## config.mk

```make
export PLATFORM = sky130hd
export DESIGN_NAME = rom_uart_loader
export DESIGN_NICKNAME = d
export VERILOG_FILES = /design/src/rtl/rom_uart_loader.sv
export SDC_FILE = /design/constraint.sdc
export NUM_CORES = 1
export LEC_CHECK = 0
export CORE_MARGIN = 3
export CORE_UTILIZATION = 45
export DETAILED_ROUTE_END_ITERATION = 12
export PLACE_DENSITY = 0.76
export SYNTH_ARGS = -nofsm -noshare
export SYNTH_HDL_FRONTEND = slang
export SYNTH_SLANG_ARGS = --single-unit
```

## constraint.sdc

```tcl
create_clock -name clk -period 2.19 [get_ports clk]
set_input_delay 0.438 -clock clk [delete_from_list [all_inputs] [get_ports clk]]
set_output_delay 0.438 -clock clk [all_outputs]
set_load 0.02 [all_outputs]
```

## src/rtl/rom_uart_loader.sv

```systemverilog
// Boot loader: receives a length-prefixed image over UART 8N1 and writes it word by word
// into the instruction ROM, holding the core in reset until the image is complete.
module rom_uart_loader #(
    parameter int CLK_FREQ = 50000000,
    parameter int BAUD     = 115200,
    parameter int ADDR_W   = 12
) (
    input  logic              clk,
    input  logic              rst,
    input  logic              rx,
    input  logic              reload,
    output logic              rom_we,
    output logic [ADDR_W-1:0] rom_waddr,
    output logic [31:0]       rom_wdata,
    output logic              core_rst_n,
    output logic              load_done,
    output logic              load_err
);

    localparam int CLKS_PER_BIT = CLK_FREQ / BAUD;
    localparam int CNT_W        = $clog2(CLKS_PER_BIT + 1);
    localparam logic [CNT_W-1:0] HALF_M1 = CNT_W'(CLKS_PER_BIT / 2 - 1);
    localparam logic [CNT_W-1:0] FULL_M1 = CNT_W'(CLKS_PER_BIT - 1);
    localparam logic [16:0]      DEPTH   = 17'(2 ** ADDR_W);

    typedef enum logic [1:0] {RX_IDLE, RX_START, RX_DATA, RX_STOP} rx_state_t;
    typedef enum logic [2:0] {S_LEN0, S_LEN1, S_DATA, S_DONE, S_ERR} ld_state_t;

    logic             rx_meta_r, rx_sync_r;
    rx_state_t        rx_state_r, rx_state_s;
    logic [CNT_W-1:0] rx_cnt_r;
    logic [2:0]       rx_bit_r;
    logic [7:0]       rx_shift_r;
    logic             rx_sample_s;
    logic             byte_valid_r, frame_err_r;

    ld_state_t        state_r, state_s;
    logic [15:0]      count_r, new_count_s, word_idx_r;
    logic [1:0]       byte_idx_r;
    logic [23:0]      asm_r;
    logic             latch_lo_s, latch_hi_s, take_byte_s, write_s, clear_s;
    logic             bad_count_s, last_word_s;

    logic              rom_we_r, core_rst_n_r, load_done_r, load_err_r;
    logic [ADDR_W-1:0] rom_waddr_r;
    logic [31:0]       rom_wdata_r;

    assign rom_we     = rom_we_r;
    assign rom_waddr  = rom_waddr_r;
    assign rom_wdata  = rom_wdata_r;
    assign core_rst_n = core_rst_n_r;
    assign load_done  = load_done_r;
    assign load_err   = load_err_r;

    // Two-flop synchronizer for the asynchronous rx pin, idling high
    always_ff @(posedge clk) begin
        if (!rst) begin
            rx_meta_r <= 1'b1;
            rx_sync_r <= 1'b1;
        end else begin
            rx_meta_r <= rx;
            rx_sync_r <= rx_meta_r;
        end
    end

    // UART receiver next-state: start bit is checked at half a bit time to reject glitches
    always_comb begin
        rx_state_s  = rx_state_r;
        rx_sample_s = (rx_state_r == RX_START) ? (rx_cnt_r == HALF_M1) : (rx_cnt_r == FULL_M1);
        case (rx_state_r)
            RX_IDLE: begin
                if (!rx_sync_r) rx_state_s = RX_START;
                else            rx_state_s = RX_IDLE;
            end
            RX_START: begin
                if (rx_sample_s) rx_state_s = rx_sync_r ? RX_IDLE : RX_DATA;
                else             rx_state_s = RX_START;
            end
            RX_DATA: begin
                if (rx_sample_s && (rx_bit_r == 3'd7)) rx_state_s = RX_STOP;
                else                                   rx_state_s = RX_DATA;
            end
            RX_STOP: begin
                if (rx_sample_s) rx_state_s = RX_IDLE;
                else             rx_state_s = RX_STOP;
            end
            default: rx_state_s = RX_IDLE;
        endcase
    end

    // UART receiver state, bit timing and byte/frame-error strobes
    always_ff @(posedge clk) begin
        if (!rst) begin
            rx_state_r   <= RX_IDLE;
            rx_cnt_r     <= '0;
            rx_bit_r     <= 3'd0;
            rx_shift_r   <= 8'd0;
            byte_valid_r <= 1'b0;
            frame_err_r  <= 1'b0;
        end else begin
            rx_state_r   <= rx_state_s;
            byte_valid_r <= 1'b0;
            frame_err_r  <= 1'b0;
            if ((rx_state_r == RX_IDLE) || rx_sample_s) rx_cnt_r <= '0;
            else                                       rx_cnt_r <= rx_cnt_r + CNT_W'(1);
            if (rx_state_r == RX_START) rx_bit_r <= 3'd0;
            if ((rx_state_r == RX_DATA) && rx_sample_s) begin
                rx_shift_r <= {rx_sync_r, rx_shift_r[7:1]};
                rx_bit_r   <= rx_bit_r + 3'd1;
            end
            if ((rx_state_r == RX_STOP) && rx_sample_s) begin
                byte_valid_r <= rx_sync_r;
                frame_err_r  <= !rx_sync_r;
            end
        end
    end

    assign new_count_s = {rx_shift_r, count_r[7:0]};
    assign bad_count_s = (new_count_s == 16'd0) || ({1'b0, new_count_s} > DEPTH);
    assign last_word_s = (word_idx_r == (count_r - 16'd1));

    // Loader next-state and datapath strobes
    always_comb begin
        state_s     = state_r;
        latch_lo_s  = 1'b0;
        latch_hi_s  = 1'b0;
        take_byte_s = 1'b0;
        write_s     = 1'b0;
        clear_s     = 1'b0;
        case (state_r)
            S_LEN0: begin
                if (frame_err_r) begin
                    state_s = S_ERR;
                end else if (byte_valid_r) begin
                    latch_lo_s = 1'b1;
                    state_s    = S_LEN1;
                end else begin
                    state_s = S_LEN0;
                end
            end
            S_LEN1: begin
                if (frame_err_r) begin
                    state_s = S_ERR;
                end else if (byte_valid_r) begin
                    latch_hi_s = 1'b1;
                    state_s    = bad_count_s ? S_ERR : S_DATA;
                end else begin
                    state_s = S_LEN1;
                end
            end
            S_DATA: begin
                if (frame_err_r) begin
                    state_s = S_ERR;
                end else if (byte_valid_r) begin
                    take_byte_s = 1'b1;
                    if (byte_idx_r == 2'd3) begin
                        write_s = 1'b1;
                        state_s = last_word_s ? S_DONE : S_DATA;
                    end else begin
                        state_s = S_DATA;
                    end
                end else begin
                    state_s = S_DATA;
                end
            end
            S_DONE, S_ERR: begin
                if (reload) begin
                    clear_s = 1'b1;
                    state_s = S_LEN0;
                end else begin
                    state_s = state_r;
                end
            end
            default: state_s = S_LEN0;
        endcase
    end

    // Loader state, word assembly and registered outputs
    always_ff @(posedge clk) begin
        if (!rst) begin
            state_r      <= S_LEN0;
            count_r      <= 16'd0;
            word_idx_r   <= 16'd0;
            byte_idx_r   <= 2'd0;
            asm_r        <= 24'd0;
            rom_we_r     <= 1'b0;
            rom_waddr_r  <= '0;
            rom_wdata_r  <= 32'd0;
            core_rst_n_r <= 1'b0;
            load_done_r  <= 1'b0;
            load_err_r   <= 1'b0;
        end else begin
            state_r <= state_s;
            if (latch_lo_s) count_r[7:0]  <= rx_shift_r;
            if (latch_hi_s) count_r[15:8] <= rx_shift_r;
            if (clear_s) begin
                word_idx_r <= 16'd0;
                byte_idx_r <= 2'd0;
            end else if (take_byte_s) begin
                byte_idx_r <= byte_idx_r + 2'd1;
                case (byte_idx_r)
                    2'd0:    asm_r[7:0]   <= rx_shift_r;
                    2'd1:    asm_r[15:8]  <= rx_shift_r;
                    2'd2:    asm_r[23:16] <= rx_shift_r;
                    default: asm_r        <= asm_r;
                endcase
                if (write_s) word_idx_r <= word_idx_r + 16'd1;
            end
            rom_we_r <= write_s;
            if (write_s) begin
                rom_waddr_r <= word_idx_r[ADDR_W-1:0];
                rom_wdata_r <= {rx_shift_r, asm_r};
            end
            // Done/core release follow the final write by one cycle but drop right after reload
            load_done_r  <= (state_r == S_DONE) && (state_s == S_DONE);
            core_rst_n_r <= (state_r == S_DONE) && (state_s == S_DONE);
            load_err_r   <= (state_s == S_ERR);
        end
    end

endmodule
```

---- Word level (Yosys, flattened, before mapping) ----
Cells that the tools add are included.
word-level totals
  bits in registers ....................... 134
  output and inout port bits .............. 48
  word-level logic and storage cells ...... 96
cells by class
  $add $sub $neg .......................... 5
  magnitude comparators ................... 1
  equal/unequal tests ..................... 16
  multiplexer cells ....................... 31
  bitwise logic cells ..................... 2
  reductions and logical operators ........ 20
operator list
  operator               count
  $mux 3                 9
  $mux 1                 17
  $add 16x1->16 const B  1
  $eq 16x16->1           1
  $gt 16x13->1 const B   1
  $logic_not 16->1       1
  $sub 16x1->16 const B  1
  $pmux 3 s4             1
  $add 9x1->9 const B    1
  $eq 3x2->1 const B     3
  $eq 3x3->1 const B     3
  $eq 9x8->1 const B     1
  $eq 9x9->1 const B     1
  $reduce_and 3->1       3
  $eq 2x2->1 const B     4
  $pmux 2 s4             1
  $mux 2                 3
  $reduce_or 2->1        3
  $eq 2x1->1 const B     2
  $logic_and 1x1->1      4
  $logic_not 2->1        2
  $reduce_and 2->1       2
  $add 3x1->3 const B    1
  $eq 3x1->1 const B     1
  6 further kinds        8

---- Depth between registers and ports, before layout ----
Gate-level depths: netlist of run 1.
  word-level depth ........................ 9
  gate-level depth with buffers ........... 8

---- Worst setup path before layout of run 1 ----
OpenSTA, ideal clock, no wires.
  path type ............................... reg-to-reg
  start point ............................. register count_r[0]
  end point ............................... register load_err_r, in the netlist load_err
  data arrival time ....................... 1.922 ns
  data required time ...................... 2.062 ns
  setup slack ............................. 0.141 ns
  cell stages (with the launch flop) ...... 9
  period minus slack after synthesis ...... 2.049 ns
  path through ............................ dfxtp_1 inv_1 ha_1 nor4b_4 nand3_1 xnor2_1 or4_1 a31oi_1 o22ai_1
on the way
  longest elaborated chain between the ends .. 8
  elaborated cells between the ends (all ways) .. 14
ends and longest elaborated chain
  element                   RTL line  RTL
  start: declaration        38        logic [15:0] count_r, new_count_s, word_idx_r;
  start signal: assignment  194       if (latch_lo_s) count_r[7:0] <= rx_shift_r;
  $sub 16x1->16             120       assign last_word_s = (word_idx_r == (count_r - 16'd1));
  $eq 16x16->1              120
  $mux 1                    158       state_s = last_word_s ? S_DONE : S_DATA;
  $mux 1                    156       if (byte_idx_r == 2'd3) begin
  $mux 3                    154       end else if (byte_valid_r) begin
  $mux 3                    152       if (frame_err_r) begin
  $pmux 3 s4 (*)            130       case (state_r)
  $eq 3x3->1 (*)            217       load_err_r <= (state_s == S_ERR);
  end signal: assignment    217
  end: declaration          44        logic rom_we_r, core_rst_n_r, load_done_r, load_err_r;
Every way passes the cells marked *; elsewhere a longest branch is shown, timed or not.
A chain may end at the register's enable or synchronous reset.

---- Final worst setup path of run 1 ----
  start point ............................. register count_r[1]
  end point ............................... register load_done_r, in the netlist load_done
on the way
  longest elaborated chain between the ends .. 9
  elaborated cells between the ends (all ways) .. 15
ends and longest elaborated chain
  element                 RTL line  RTL
  $sub 16x1->16           120
  $eq 16x16->1            120
  $mux 1                  158
  $mux 1                  156
  $mux 3                  154
  $mux 3                  152
  $pmux 3 s4 (*)          130
  $eq 3x2->1 (*)          215       load_done_r <= (state_r == S_DONE) && (state_s == S_DONE);
  $logic_and 1x1->1 (*)   215
  end signal: assignment  215
  end: declaration        44
Marked as above.

==> results.txt, run 1 <==
The run finished with clean final reports. The number of hold violations in the final report is 0. The met2 usage in global routing came out at 0.334. The met3 global-route usage is 0.0576. The number of flip-flops and latches in the synthesized netlist is between 100 and 150. The number of hold buffers added after CTS was 0. The fraction of the yosys area taken by sequential cells came out at 0.444. The number of distinct library cell variants in the gate-level netlist after synthesis is 53. After detailed routing, the number of vias per cell comes to roughly 5.2. The final critical path time including I/O delays and setup came out at between 2 and 2.5 ns. Among all flip-flop cells after synthesis, the most frequent one is sky130_fd_sc_hd__dfxtp_1. The number of routed nets with antenna violations is 0. The overall die area came out at roughly 15000 µm². The starting density of the core is 0.469.

The net count of the finished layout is approximately 760. Port buffering added between 50 and 60 buffers. At the end of routability-driven placement, the weighted congestion stood at 0.886. The worst hold path belongs to the class flip-flop to flip-flop. Entering global routing, the biggest net connects 61 pins.

The pin slew with the least headroom to its limit is ~0.50 ns. The clock tree synthesis step divided the H-tree into 4 levels. TritonCTS built the clock tree. The overall overflow remaining after global route came out at 0. The areal power density over the cells came out at 728 nW/µm². Counting flops with an async set or reset pin after synthesis yields a share of 0.

The post-route clock skew is 0.00844 ns. Clock latency on the worst-skew pair, taken at its later pin, is between 0.4 and 0.5 ns. The overall fraction of global-route tracks in use is 0.194.

The number of global-route vias before repair is 4857. In this run the horizontal extent of the chip is about 120 µm. The floorplan step set the die height to ~120 µm. The number of fill cells in the layout is between 1000 and 1500. The synthesis-to-layout area growth is 22.6%.

The clock buffer count from CTS came out at 17. The largest fanout on the critical path is 5. The detailed-router iteration count before antenna repair is 7. The met1 track demand over resource in global routing is 0.229.

The required time at the worst-slack endpoint came out at 2.51 ns. met2 is the most crowded layer. The top cell types in the final layout, fill and taps aside, are sky130_fd_sc_hd__nand2_1 (144), sky130_fd_sc_hd__dfxtp_1 (132), sky130_fd_sc_hd__a21boi_0 (72), sky130_fd_sc_hd__clkdlybuf4s50_1 (50), sky130_fd_sc_hd__nor2_1 (41). In this run the core area contains approximately 40 standard-cell rows. Summing every instance area after synthesis gives 6040 µm². The count of antenna diodes in the layout came out at 0. STA classifies the critical path endpoint as a flip-flop. The tool flagged a number of max-cap violations equal to 0. When the netlist entered floorplanning its net count stood at between 700 and 800.

The average routed wire per standard cell came out at about 15 µm. STA classifies the critical path startpoint as a flip-flop. The DRC violation count after routing came out at 0. The total power came out at between 5 and 6 mW. The critical path is of the flip-flop to flip-flop type. The wire length of the first global-routing pass came out at around 23000 µm.

Counting flops with a built-in enable in the synthesized netlist gives 0. Across the VDD grid, the largest voltage drop is around 0.00078 V. The maximum clock insertion buffer count came out at 2.

The leakage component of the power is roughly 2.6 nW. The fraction of layout instances using a drive strength above 1 is 0.106. The post-route fraction of the period consumed by the critical path came out at 0.967. Setup violations remaining at the end of the flow were counted as 0. The yosys synthesis warning count came out at 0. The core area came out at 12900 µm². The max-slew violation count came out at 0. The summed negative setup slack over all endpoints came out at 0 ns. The initial DRC count came out at around 330. The clock drives ~130 sinks. The number of top-level pins is 52. The most common cell after layout, fill and taps aside is sky130_fd_sc_hd__nand2_1. Timing would allow up to 472 MHz.

The detailed-route via count came out at 4846. The arrival time of data at the critical path endpoint came out at around 2.4 ns. The clock transition at the registers of the reported paths is roughly 0.060 ns. The worst pin sits at a relative slew slack of 0.670. The number of antenna violations at the first check in global routing came out at 0. The tree is rooted in a sky130_fd_sc_hd__clkbuf_16. The final wirelength is approximately 14000 µm. The detailed placement HPWL is 9300 µm.

The mean instance size in the synthesized netlist is between 8 and 9 µm². Synthesis handed over a netlist of around 700 instances.
cells in the mapped netlist (2+ instances only):
library cell / number / area, µm²
sky130_fd_sc_hd__nand2_1: 144 / 541
sky130_fd_sc_hd__dfxtp_1: 134 / 2680
sky130_fd_sc_hd__a21boi_0: 72 / 541
sky130_fd_sc_hd__clkbuf_1: 43 / 161
sky130_fd_sc_hd__nor2_1: 41 / 154
sky130_fd_sc_hd__nand3_1: 34 / 170
sky130_fd_sc_hd__mux2i_1: 30 / 300
sky130_fd_sc_hd__nor2b_1: 26 / 163
sky130_fd_sc_hd__xnor2_1: 25 / 219
sky130_fd_sc_hd__xor2_1: 20 / 175
sky130_fd_sc_hd__inv_1: 12 / 45.0
sky130_fd_sc_hd__nor3_1: 10 / 50.1
sky130_fd_sc_hd__ha_1: 9 / 113
sky130_fd_sc_hd__nand4_1: 8 / 50.1
sky130_fd_sc_hd__o21ai_0: 8 / 40.0
sky130_fd_sc_hd__nor4_1: 7 / 43.8
sky130_fd_sc_hd__and2_1: 6 / 37.5
sky130_fd_sc_hd__and3_1: 6 / 37.5
sky130_fd_sc_hd__buf_4: 5 / 37.5
sky130_fd_sc_hd__nand2b_1: 5 / 31.3
sky130_fd_sc_hd__a21oi_1: 4 / 20.0
sky130_fd_sc_hd__nor3b_1: 4 / 30.0
sky130_fd_sc_hd__a31oi_1: 3 / 18.8
sky130_fd_sc_hd__buf_2: 3 / 15.0
sky130_fd_sc_hd__o22ai_1: 3 / 18.8
sky130_fd_sc_hd__buf_1: 2 / 7.51
sky130_fd_sc_hd__nand3b_1: 2 / 15.0
sky130_fd_sc_hd__nand4b_1: 2 / 17.5
sky130_fd_sc_hd__nor3b_2: 2 / 25.0
sky130_fd_sc_hd__o21ai_1: 2 / 10.0
sky130_fd_sc_hd__o32ai_1: 2 / 17.5
what timing repair did:
item | 4_1_cts | 5_1_grt
endpoints found under the setup margin | 0 | 5
hold endpoints to repair | 0 | 0
gates resized for setup | 0 | 8
setup buffers | 0 | 1
layout make-up:
| class | instances | area, µm² | area share |
|---|---|---|---|
| Clock buffer | 19 | 443 | 0.0598 |
| Sequential cell | 134 | 2690 | 0.363 |
| Timing Repair Buffer | 81 | 756 | 0.102 |
| Clock inverter | 13 | 155 | 0.0209 |
| Tap cell | 172 | 215 | 0.0291 |
| Multi-Input combinational cell | 496 | 3110 | 0.419 |
| Inverter | 12 | 45.0 | 0.00608 |
path summary, 6_finish.rpt:
kind / slack (ns) / startpoint / depth (start not counted) / to
setup / recovery: 0.07 / count_r[1] / 8 / load_done
hold / removal: 0.41 / rx_meta_r / 1 / rx_sync_r
setup reg to reg: 0.07 / count_r[1] / 8 / load_done
hold reg to reg: 0.41 / rx_meta_r / 1 / rx_sync_r
metrics by stage:
stage / cells / setup WS, ns / utilization / hold WS, ns / cell area (µm²)
6_report: 927 / 0.0730 / 0.575 / 0.408 / 7410
5_1_grt: 927 / -0.00753 / 0.575 / 0.441 / 7410
2_1_floorplan: 696 / 0.141 / - / 0.386 / 6040
3_3_place_gp: 894 / 0.140 / 0.526 / 0.391 / 6780
3_5_place_dp: 894 / 0.0508 / 0.526 / 0.406 / 6780
4_1_cts: 926 / 0.0329 / 0.573 / 0.417 / 7370
worst max-delay path: stages (launching register included):
cell	delay (ns)
sky130_fd_sc_hd__dfxtp_2	0.34
sky130_fd_sc_hd__inv_2	0.06
sky130_fd_sc_hd__ha_4	0.14
sky130_fd_sc_hd__nor4b_4	0.32
sky130_fd_sc_hd__nand3_1	0.15
sky130_fd_sc_hd__xnor2_1	0.15
sky130_fd_sc_hd__or4_4	0.42
sky130_fd_sc_hd__o32a_1	0.19
sky130_fd_sc_hd__nor4_1	0.25
flip-flops by register name, indices dropped and copies added, names as in the netlist, 2 cells and up:
name and cells:
rx_bit_r 3, rom_wdata 32, count_r 16, rx_shift_r 8, asm_r 24, state_r 3, byte_idx_r 2, rom_waddr 12
rx_cnt_r 9, rx_state_r 2, word_idx_r 16
cells by family after synthesis:
family                     after synthesis  share of synthesized area
adders and majority gates                9                     0.0186
buffers and inverters                   66                     0.0460
AOI/OAI and AO/OA                      106                      0.132
muxes                                   31                     0.0516
and+or+nand+nor                        304                      0.239
DFF                                    134                      0.444
xor gates and xnor gates                46                     0.0690
power breakdown:
group | switching (mW) | total (mW) | internal [mW]
clock network | 1.06 | 2.87 | 1.81
logic | 0.0413 | 0.0784 | 0.0371
registers | 0.00309 | 2.44 | 2.44
total | 1.10 | 5.39 | 4.29
per-layer routing:
layer,vias to the layer above,share of wire
met2,122,0.49
met4,0,0.016
met1,2279,0.44
met3,22,0.049
met5,-,0
li1,2423,-
Power figures use the tool's default switching activity.
==> inputs of run 2 (changes only) <==
- CORE_ASPECT_RATIO: unset -> 0.75
==> run 2 against run 1 <==
Sequential share of layout area shrank 0.18 points. Routed wire length grew 5.0%. Core utilization grew 1.1 points. Clock skew shrank 0.0034 ns. Combinational power shrank 2.7%. Clock-buffer cell count shrank 2. Final cell count shrank 0.43%. Critical path type unchanged. Die area is essentially flat. Hold slack is essentially flat. Non-clock buffer count grew 2.
==> results.txt, run 2 (synthesis results as in run 1) <==
The run finished with clean final reports. The pin count of the biggest net entering global routing is 74 (+21%). The worst setup slack before clock tree synthesis came out at -0.104 ns (-0.154 ns). The core area came out at 12700 µm² (-1.4%). The post-route clock skew was 0.00504 ns (-0.00340 ns).

The arrival time of data at the critical path endpoint came to 2.50 ns (+0.06 ns). The required time at the worst-slack endpoint is 2.53 ns (+0.02 ns). The starting density of the core came out at 0.476 (+0.00652). The startpoint identified for the worst register-to-register timing path is count_r[1]. The path with the worst hold slack has its endpoint at rx_sync_r.

The post-route fraction of the period consumed by the critical path is 0.990 (+0.0230). The number of routed nets with antenna violations came out at 0 (unchanged). The clock network fraction of design power came out at 0.537 (+0.005). The amount of wire on met2 after detailed routing came out at 6450 µm (-3.8%). The worst-skew pair later-pin latency came out at 0.42 ns (about the same). The number of cells traversed by the worst register-to-register path was 9 (+1). The kind of end point of the critical path is a flip-flop.

The maximum vdd drop is 0.000585 V (-25%). The wire length on met1 came out at 6710 µm (+12%). The final critical path time including I/O delays and setup is 2.17 ns (+0.0504 ns). The number of hold violations in the final report came to 0 (unchanged). The worst flop-to-flop path endpoint is state_r[0]. In this run the worst hold path is classified as flip-flop to flip-flop. The number of top-level pins came to 52 (unchanged). The number of nets in the layout was 757 (+0.26%). The least setup slack across all paths after layout is 0.0227 ns (-0.0504 ns). The internal reg-to-reg setup slack came out at 0.02 ns (-0.05 ns). The overall die area came to 14900 µm² (about the same). Compared with the post-synthesis result, the final layout area differs by 23.3%. The wire length of the first global-routing pass is 23900 µm (+5.0%). Setup repair after global routing could not meet its margin everywhere. The final wirelength is 14200 µm (+5.0%). The height of the die is 106 µm (-13%). The non-filler instance count after layout is 923 (-0.43%). The DRC violation count after routing came out at 0 (unchanged). The startpoint identified for the worst hold timing path is rx_meta_r.

The total instance count after detailed placement is 887 (-0.78%). The number of max-capacitance violations reported came to 0 (unchanged). The pin slew with the least headroom to its limit came out at 0.596 ns (+0.101 ns). The proportion of total power due to net switching is 0.216 (+0.0116).

Walking the worst path, the cells encountered are inv_2 > ha_4 > nor4b_4 > buf_4 > xor2_1 > nor4_1 > o22ai_1 > or4_4 > o31ai_4. The sum of met3 wire segment lengths after detailed routing came out at 758 µm (+15%). The most common cell after layout, fill and taps aside is sky130_fd_sc_hd__nand2_1. The areal power density over the cells is 731 nW/µm² (+0.44%). The maximum level of the CTS H-tree was 4 (unchanged). In this run the top signal layer used is met4. The internal power came out at 4.27 mW (-0.43%).

The overall overflow remaining after global route came out at 0 (unchanged). STA classifies the critical path startpoint as a flip-flop. The detailed-router iteration count before antenna repair is 5 (-2). The clock buffer count from CTS came out at 17 (unchanged).

The placer congestion estimate is 0.845 (-4.6%). The worst relative slew slack came out at 0.603 (-0.0673). The root buffer selected by CTS is sky130_fd_sc_hd__clkbuf_16.

The slowest stage of the critical path belongs to the cell sky130_fd_sc_hd__or4_4. The maximum clock frequency came out at 461 MHz (-2.3%). The TritonCTS sink count came out at 134 (unchanged). The clock transition at the registers of the reported paths came to 0.06 ns (about the same).

The net switching component of the power came out at 1.17 mW (+6.8%). The cell row count is 35 (-15%). The max-slew violation count came out at 0 (unchanged). The number of stages on the worst hold path came out at 1 (unchanged).

The detailed-route via count is 4966 (+2.5%). The count of endpoints failing setup in the final report came out at 0 (unchanged). The critical path in this run is classified as flip-flop to flip-flop. In the layout the commonest cells are sky130_fd_sc_hd__nand2_1 (144), sky130_fd_sc_hd__dfxtp_1 (132), sky130_fd_sc_hd__a21boi_0 (72), sky130_fd_sc_hd__clkdlybuf4s50_1 (50), sky130_fd_sc_hd__nor2_1 (41). The power share of the sequential group came out at 0.449 (-0.005). The largest fanout on the critical path was 5 (unchanged). The number of antenna violations at the first check in global routing is 0 (unchanged). The total power is 5.44 mW (+1.0%). The average routed wire per standard cell was 15.4 µm (+5.4%). TritonCTS built the clock tree.

The number of global-route vias before repair came out at 4878 (+0.43%). The count of buffers from port buffering is 51 (unchanged). The count of antenna diodes in the layout came out at 0 (unchanged). The overall fraction of global-route tracks in use is 0.197 (+0.00316). The per-cell via count in the routed design was 5.38 (+2.9%). The flip-flop count of the largest register after layout is 32 (unchanged). The leakage component of the power is 2.65 nW (+0.36%).

The maximum cell stage delay along the critical path came out at 0.50 ns (+0.08 ns). The detailed placement HPWL came out at 9580 µm (+3.0%). The fraction of layout instances using a drive strength above 1 came to 0.112 (+0.00633).

The fraction of power consumed by combinational cells came to 0.014 (about the same). The initial DRC count came out at 296 (-11%). The horizontal die dimension is 140 µm (+15%). The maximum clock insertion buffer count came to 2 (unchanged).
run 2: layer usage:
metal  track usage  up-vias
li1              -     2424
met1         0.258     2389
met2         0.313      122
met3        0.0517       31
met4        0.0740        0
met5             0        -
run 2: final cells by class:
class / instances / area, µm²
well taps: 166 / 208
multi-input cells: 496 / 3130
flip-flops and latches: 134 / 2690
fillers: 1067 / 5250
repair buffers: 83 / 771
clock inverters: 15 / 179
clock buffers: 17 / 425
inverters: 12 / 45.0
run 2: metrics by stage:
stage           util  setup TNS (ns)  hold WS [ns]  instance area, µm²
2_1_floorplan      -               0         0.386                6040
3_3_place_gp   0.532               0         0.407                6760
3_5_place_dp   0.532          -0.316         0.405                6760
4_1_cts        0.581               0         0.417                7380
5_1_grt        0.587         -0.0876         0.434                7450
6_report       0.587               0         0.409                7450
run 2: critical path, delay by kind of cell (launching register included):
family          cells  cell delay [ns]
compound gates      2             0.29
buf+inv             2             0.24
fa+ha+maj           1             0.15
simple gates        3             1.00
xor+xnor            1             0.05
flops               1             0.36
run 2: power by group through the flow:
stage / logic (mW) / registers (mW) / clock network [mW]
floorplan: 0.0557 / 2.50 / 0
global placement: 0.0728 / 2.50 / 0
detailed placement: 0.0749 / 2.50 / 0
CTS: 0.0753 / 2.45 / 2.95
global route: 0.0827 / 2.44 / 3.08
finish: 0.0763 / 2.44 / 2.92
run 2: repair_timing:
| action | CTS | global route |
|---|---|---|
| hold buffers | 0 | 0 |
| pin swaps | 0 | 5 |
| gates resized for setup | 1 | 13 |
| endpoints found under the setup margin | 4 | 14 |
| buffers inserted | 2 | 2 |
run 2: worst max-delay path by stage:
stage	start	endpoint	slack [ns]	cells after the start
2_1_floorplan	count_r[0]	load_err	0.14	8
3_3_place_gp	count_r[1]	load_err	0.03	8
3_5_place_dp	count_r[1]	load_done	-0.10	8
4_1_cts	count_r[1]	state_r[0]	0.01	9
5_1_grt	count_r[1]	state_r[0]	-0.08	9
6_report	count_r[1]	state_r[0]	0.02	9
==> inputs of run 3 (changes only) <==
- CORE_MARGIN: 3 -> 8
- MAX_ROUTING_LAYER: unset -> met4
==> run 3 against run 2 <==
Setup slack got worse by 0.0036 ns. Combinational power shrank 2%. Sequential share of layout area barely moved. Clock-buffer cell count grew 6. Clock skew up 0.0080 ns. Via count is 0.24% lower. Clock power about the same. Sequential power about the same. Critical path type unchanged.
==> results.txt, run 3 (synthesis results as in run 1) <==
The number of hold violations in the final report came to 0 (unchanged). The overall fraction of global-route tracks in use came out at 0.175 (-0.0213). The power share of the sequential group came out at 0.450 (about the same).

The global routing stage identified its most utilized layer as met2. The final cell utilization of the core came to 0.569 (-0.0176). The largest fanout on the critical path came out at 5 (unchanged). The core area came out at 13100 µm² (+2.9%). The worst setup path is launched from a flip-flop. The max-slew violation count is 0 (unchanged).

The flip-flop count of the largest register after layout came out at 32 (unchanged). The classification of the worst setup path is flip-flop to flip-flop. The pin slew with the least headroom to its limit came out at 0.632 ns (+0.0365 ns). The clock transition at the registers of the reported paths is 0.06 ns (about the same). The clock tree from TritonCTS is built. The TritonCTS sink count was 134 (unchanged).

The number of antenna violations at the first check in global routing came to 0 (unchanged). The cell row count came out at 36 (+2.9%). The DRC violation count after routing came to 0 (unchanged). The required time at the worst-slack endpoint is 2.52 ns (about the same). The number of nets in the layout came to 754 (-0.40%). The library cell used most frequently in the layout, excluding fill and tap cells, is sky130_fd_sc_hd__nand2_1. The per-cell via count in the routed design is 5.36 (-0.35%). The fraction of power consumed by combinational cells is 0.014 (about the same).

The proportion of total power due to net switching is 0.195 (-0.0205). The met2 usage in global routing was 0.261 (-0.0513). The number of global-route vias before repair is 4784 (-1.9%).

The synthesis-to-layout area growth is 23.1%. The average routed wire per standard cell is 15.9 µm (+3.0%). The detailed placement HPWL is 9860 µm (+3.0%). The number of max-capacitance violations reported came to 0 (unchanged).

The pin count of the biggest net entering global routing came out at 54 (-27%). The number of routed nets with antenna violations is 0 (unchanged). The count of endpoints failing setup in the final report came out at 0 (unchanged).

CTS placed an instance of sky130_fd_sc_hd__clkbuf_16 at the clock tree root. The wire length of the first global-routing pass is 23900 µm (-0.11%). The net switching component of the power came out at 1.06 mW (-9.6%). The worst relative slew slack is 0.576 (-0.0266). The met1 track demand over resource in global routing came out at 0.235 (-0.0233).

The number of top-level pins came out at 52 (unchanged). The maximum vdd drop is 0.000560 V (-4.2%). The run finished with clean final reports. The overall die area came out at 17400 µm² (+17%).

The arrival time of data at the critical path endpoint is 2.50 ns (about the same). The worst-case hold slack was 0.413 ns (+0.00429 ns). The internal power was 4.38 mW (+2.5%). The final critical path time including I/O delays and setup is 2.17 ns (+0.00359 ns). The starting density of the core came to 0.462 (-0.0132). The count of antenna diodes in the layout is 0 (unchanged).

The library cells used most frequently in the layout, excluding fill and tap cells, are sky130_fd_sc_hd__nand2_1 (144), sky130_fd_sc_hd__dfxtp_1 (133), sky130_fd_sc_hd__a21boi_0 (72), sky130_fd_sc_hd__clkdlybuf4s50_1 (50), sky130_fd_sc_hd__nor2_1 (41). The maximum clock insertion buffer count came out at 2 (unchanged). The worst setup path is captured at a flip-flop. The maximum level of the CTS H-tree is 4 (unchanged).

The internal reg-to-reg setup slack is 0.02 ns (about the same). The leakage component of the power is 2.64 nW (-0.16%). The final wirelength came out at 14700 µm (+3.1%).

The total instance count after detailed placement came to 891 (+0.45%). The fraction of layout instances using a drive strength above 1 is 0.108 (-0.00472). The clock buffer count from CTS was 17 (unchanged). The post-route clock skew came out at 0.0130 ns (+0.00799 ns).

The count of buffers from port buffering came to 51 (unchanged). The worst-skew pair later-pin latency came to 0.41 ns (about the same). The placer congestion estimate is 0.930 (+10%). The initial DRC count came to 405 (+37%). The maximum clock frequency was 461 MHz (-0.17%). The summed negative setup slack over all endpoints is 0 ns (unchanged). The detailed-router iteration count before antenna repair is 7 (+2). The areal power density over the cells is 732 nW/µm² (+0.15%). The total power is 5.44 mW (about the same).

The overall overflow remaining after global route came to 0 (unchanged). The non-filler instance count after layout came out at 924 (+0.11%). In this run the worst hold path is classified as flip-flop to flip-flop. The detailed-route via count is 4954 (-0.24%). The post-route fraction of the period consumed by the critical path is 0.991 (+0.00164).

The met3 global-route usage came out at 0.0360 (-0.0157). The clock network fraction of design power is 0.537 (about the same). The height of the die is 116 µm (+9.4%). The horizontal die dimension came to 150 µm (+7.2%).
## run 3: changes by cell type in the layout (fill, tap and decap cells not counted), moves of 2 or more
cell                         delta
sky130_fd_sc_hd__nor3b_1        -2
sky130_fd_sc_hd__nor4_2         +2
sky130_fd_sc_hd__clkbuf_1       +2
sky130_fd_sc_hd__clkbuf_8       +4
sky130_fd_sc_hd__nor4_1         -2
sky130_fd_sc_hd__nor3b_2        +2
sky130_fd_sc_hd__nor3_2         +2
sky130_fd_sc_hd__clkinvlp_4     -3
sky130_fd_sc_hd__inv_1          +2
sky130_fd_sc_hd__inv_6          -3
sky130_fd_sc_hd__buf_4          -2
sky130_fd_sc_hd__inv_2          -2
## run 3: worst max-delay path: stages, from the launching register on
cell	delay, ns
sky130_fd_sc_hd__dfxtp_1	0.38
sky130_fd_sc_hd__inv_1	0.09
sky130_fd_sc_hd__ha_4	0.17
sky130_fd_sc_hd__buf_4	0.15
sky130_fd_sc_hd__mux2i_1	0.18
sky130_fd_sc_hd__a21oi_1	0.10
sky130_fd_sc_hd__a2111o_1	0.41
sky130_fd_sc_hd__or4_4	0.43
sky130_fd_sc_hd__o31ai_2	0.18
## run 3: path summary, 6_finish.rpt
check,start,endpoint,cells past startpoint
max,count_r[1],state_r[0],8
min,rx_meta_r,rx_sync_r,1
max reg2reg,count_r[1],state_r[0],8
min reg2reg,rx_meta_r,rx_sync_r,1
## run 3: layout make-up
| cell class | count | area, µm² |
|---|---|---|
| multi-input cells | 496 | 3140 |
| clock inverters | 8 | 121 |
| repair buffers | 80 | 736 |
| fillers | 1107 | 5630 |
| clock buffers | 23 | 488 |
| flip-flops and latches | 134 | 2680 |
| well taps | 171 | 214 |
| inverters | 12 | 45.0 |
## run 3: stage by stage
stage	setup WS (ns)	cell area, µm²
final	0.0191	7430
after floorplan	0.141	6040
after global routing	-0.0857	7430
after detailed placement	0.0137	6750
after CTS	0.0185	7360
after global placement	0.127	6750
## run 3: per-layer routing
metal,wire length [µm],vias to the layer above
li1,-,2421
met1,7100,2357
met2,6600,154
met3,768,22
met4,187,0
met5,0,-
## run 3: what timing repair did
item                                    in CTS  in global routing
hold buffers                                 0                  0
endpoints found under the setup margin       1                 11
setup buffers                                1                  1
resized for setup                            0                 12
pin swaps                                    0                  2
## run 3: power by group through the flow
| stage | sequential [mW] | clock (mW) | combinational (mW) |
|---|---|---|---|
| 3_3_place_gp | 2.50 | 0 | 0.0714 |
| 2_1_floorplan | 2.50 | 0 | 0.0557 |
| 3_5_place_dp | 2.50 | 0 | 0.0737 |
| 5_1_grt | 2.45 | 3.06 | 0.0812 |
| 6_report | 2.45 | 2.92 | 0.0748 |
| 4_1_cts | 2.45 | 2.95 | 0.0742 |
==> RTL change: new RTL, settings of run 3 <==
The 4 states of `rx_state_t` get a one-hot encoding in 4 bits.
--- a/src/rtl/rom_uart_loader.sv
+++ b/src/rtl/rom_uart_loader.sv
@@ -24,5 +24,5 @@
     localparam logic [16:0]      DEPTH   = 17'(2 ** ADDR_W);
 
-    typedef enum logic [1:0] {RX_IDLE, RX_START, RX_DATA, RX_STOP} rx_state_t;
+    typedef enum logic [3:0] {RX_IDLE = 4'b0001, RX_START = 4'b0010, RX_DATA = 4'b0100, RX_STOP = 4'b1000} rx_state_t;
     typedef enum logic [2:0] {S_LEN0, S_LEN1, S_DATA, S_DONE, S_ERR} ld_state_t;
 
Function: same outputs for any inputs over 10 cycles, from zero or initial values and one cycle with rst low; not proved beyond that.
==> RTL change against run 3 <==
  * The run now ends with setup timing left
  * Critical path type unchanged
  * Worst setup slack got worse by 88 ps
  * Design area rose by 1.4%
  * Sequential share of layout area barely moved
  * Synthesized area rose by 1.2%
  * Power fell by 1.3%
  * Non-clock buffer count rose by 9
  * Largest power group unchanged
  * Count of clock-buffer cells in the layout fell by 4
  * Sequential cell count rose by 2
  * Clock power fell by 4%
  * Wire length fell by 6.1%
==> RTL change: results (changes against run 3) <==
| Metric | Value |
|---|---|
| Register area share after synthesis | 44.5% (was 44.4%) |
| Largest net degree at the start of global routing | 107 (was 54) |
| Internal power | 4.21 mW (was 4.38 mW) |
| Final setup margin | -69.2 ps (was 19.1 ps) |
| Number of global-route vias before repair | 4768 (was 4784) |
| Delay-heaviest family, CP | simple AND/OR/NAND/NOR gates (was compound AO/OA/AOI/OAI gates) |
| Clk_skew | 7.70 ps (was 13.0 ps) |
| Leak | 2.68 nW (was 2.64 nW) |
| Via count | 4932 (was 4954) |
| Dpl cell area | 6920 sq um (was 6750 sq um) |
| Mux contribution to synthesized area | 3.62% (was 5.16%) |
| GPL Wtd Cong | 0.872 (was 0.930) |
| Max_slew headroom | 62.4% (was 57.6%) |
| FF/Latch Area | 2730 sq um (was 2680 sq um) |
| Max IR drop VDD | 0.598 mV (was 0.560 mV) |
| Wire length per cell | 14.4 um (was 15.9 um) |
| Synth Area in Adders | 1.84% (was 1.86%) |
| Mapped Nets | 723 (was 709) |
| Status | complete, but fails checks (was finished clean) |
| CP arrival | 2560 ps (was 2500 ps) |
| Synth Area in Compound Gates | 13.9% (was 13.2%) |
| First drt pass iteration count | 4 (was 7) |
| Setup Fix Bufs, Post-CTS | 0 (was 1) |
| Failing checks | setup timing |
| Setup Viol. Count Final | 1 (was 0) |
| Layout cells sized above 1 | 11.4% (was 10.8%) |
| Most common library cells after synthesis | nand2_1 (147), dfxtp_1 (136), a21boi_0 (76), nand3_1 (44), clkbuf_1 (41) (was nand2_1 (144), dfxtp_1 (134), a21boi_0 (72), clkbuf_1 (43), nor2_1 (41)) |
| Synth unique cells | 57 (was 53) |
| Crit-path max FO | 3 (was 5) |
| Filler Cell Count | 1182 (was 1107) |
| Main area contributors after synthesis | dfxtp_1 (45%), a21boi_0 (9.3%), nand2_1 (9.0%), xor2_1 (4.0%), nand3_1 (3.6%) (was dfxtp_1 (44%), a21boi_0 (8.9%), nand2_1 (8.9%), mux2i_1 (5.0%), xnor2_1 (3.6%)) |
| HPWL Detailed | 9040 um (was 9860 um) |
| Final #Nets | 779 (was 754) |
| XOR/XNOR share of the synthesized area | 6.45% (was 6.90%) |
| Power share of the sequential group | 46.3% (was 45.0%) |
[RTL change: cell types whose count changed in the layout (fill, tap and decap cells not counted), sizes merged, moves of 4 or more]
cell	before	now
nand3	34	44
a21oi	4	13
a21boi	72	78
nor3b	6	2
nor2b	26	19
clkbuf	23	19
nor2	41	32
xor2	20	28
or3	0	4
buf	30	39
mux2i	30	21
xnor2	25	17
[RTL change: per-layer routing]
layer  vias to the layer above  share of wire, %  global-route usage [%]
met5                         -                 0                       -
met3                        19               4.3                    3.42
li1                       2525                 -                       -
met4                         0               1.5                    5.72
met2                        93                45                    25.6
met1                      2295                50                    20.9
[RTL change: layout make-up]
cell class	instances	share of cell area, %
clock buffer	19	5.74
clock inverter	13	1.96
inverter	11	0.548
multi-input combinational	511	41.7
sequential	136	36.2
tap	175	2.90
timing repair buffer	89	11.0
[RTL change: final timing paths]
| check | endpoint | cells past startpoint |
|---|---|---|
| worst min-delay path | rx_sync_r$_SDFF_PN1_ | 1 |
| worst min register to register | rx_sync_r$_SDFF_PN1_ | 1 |
| worst max-delay path | state_r[0]$_SDFF_PN0_ | 8 |
| worst max register to register | state_r[0]$_SDFF_PN0_ | 8 |
[RTL change: per-stage QoR]
| step | hold slack (ps) | instances | setup TNS, ps | setup WS, ps | total power [mW] |
|---|---|---|---|---|---|
| 4_1_cts | 417 | 953 | -53.2 | -53.2 | 5.42 |
| 3_5_place_dp | 402 | 921 | -53.6 | -53.6 | 2.62 |
| 6_report | 411 | 954 | -69.2 | -69.2 | 5.37 |
| 5_1_grt | 451 | 954 | -170 | -170 | 5.54 |
| 3_3_place_gp | 390 | 921 | 0 | 7.37 | 2.62 |
| 2_1_floorplan | 386 | 710 | -200 | -200 | 2.60 |
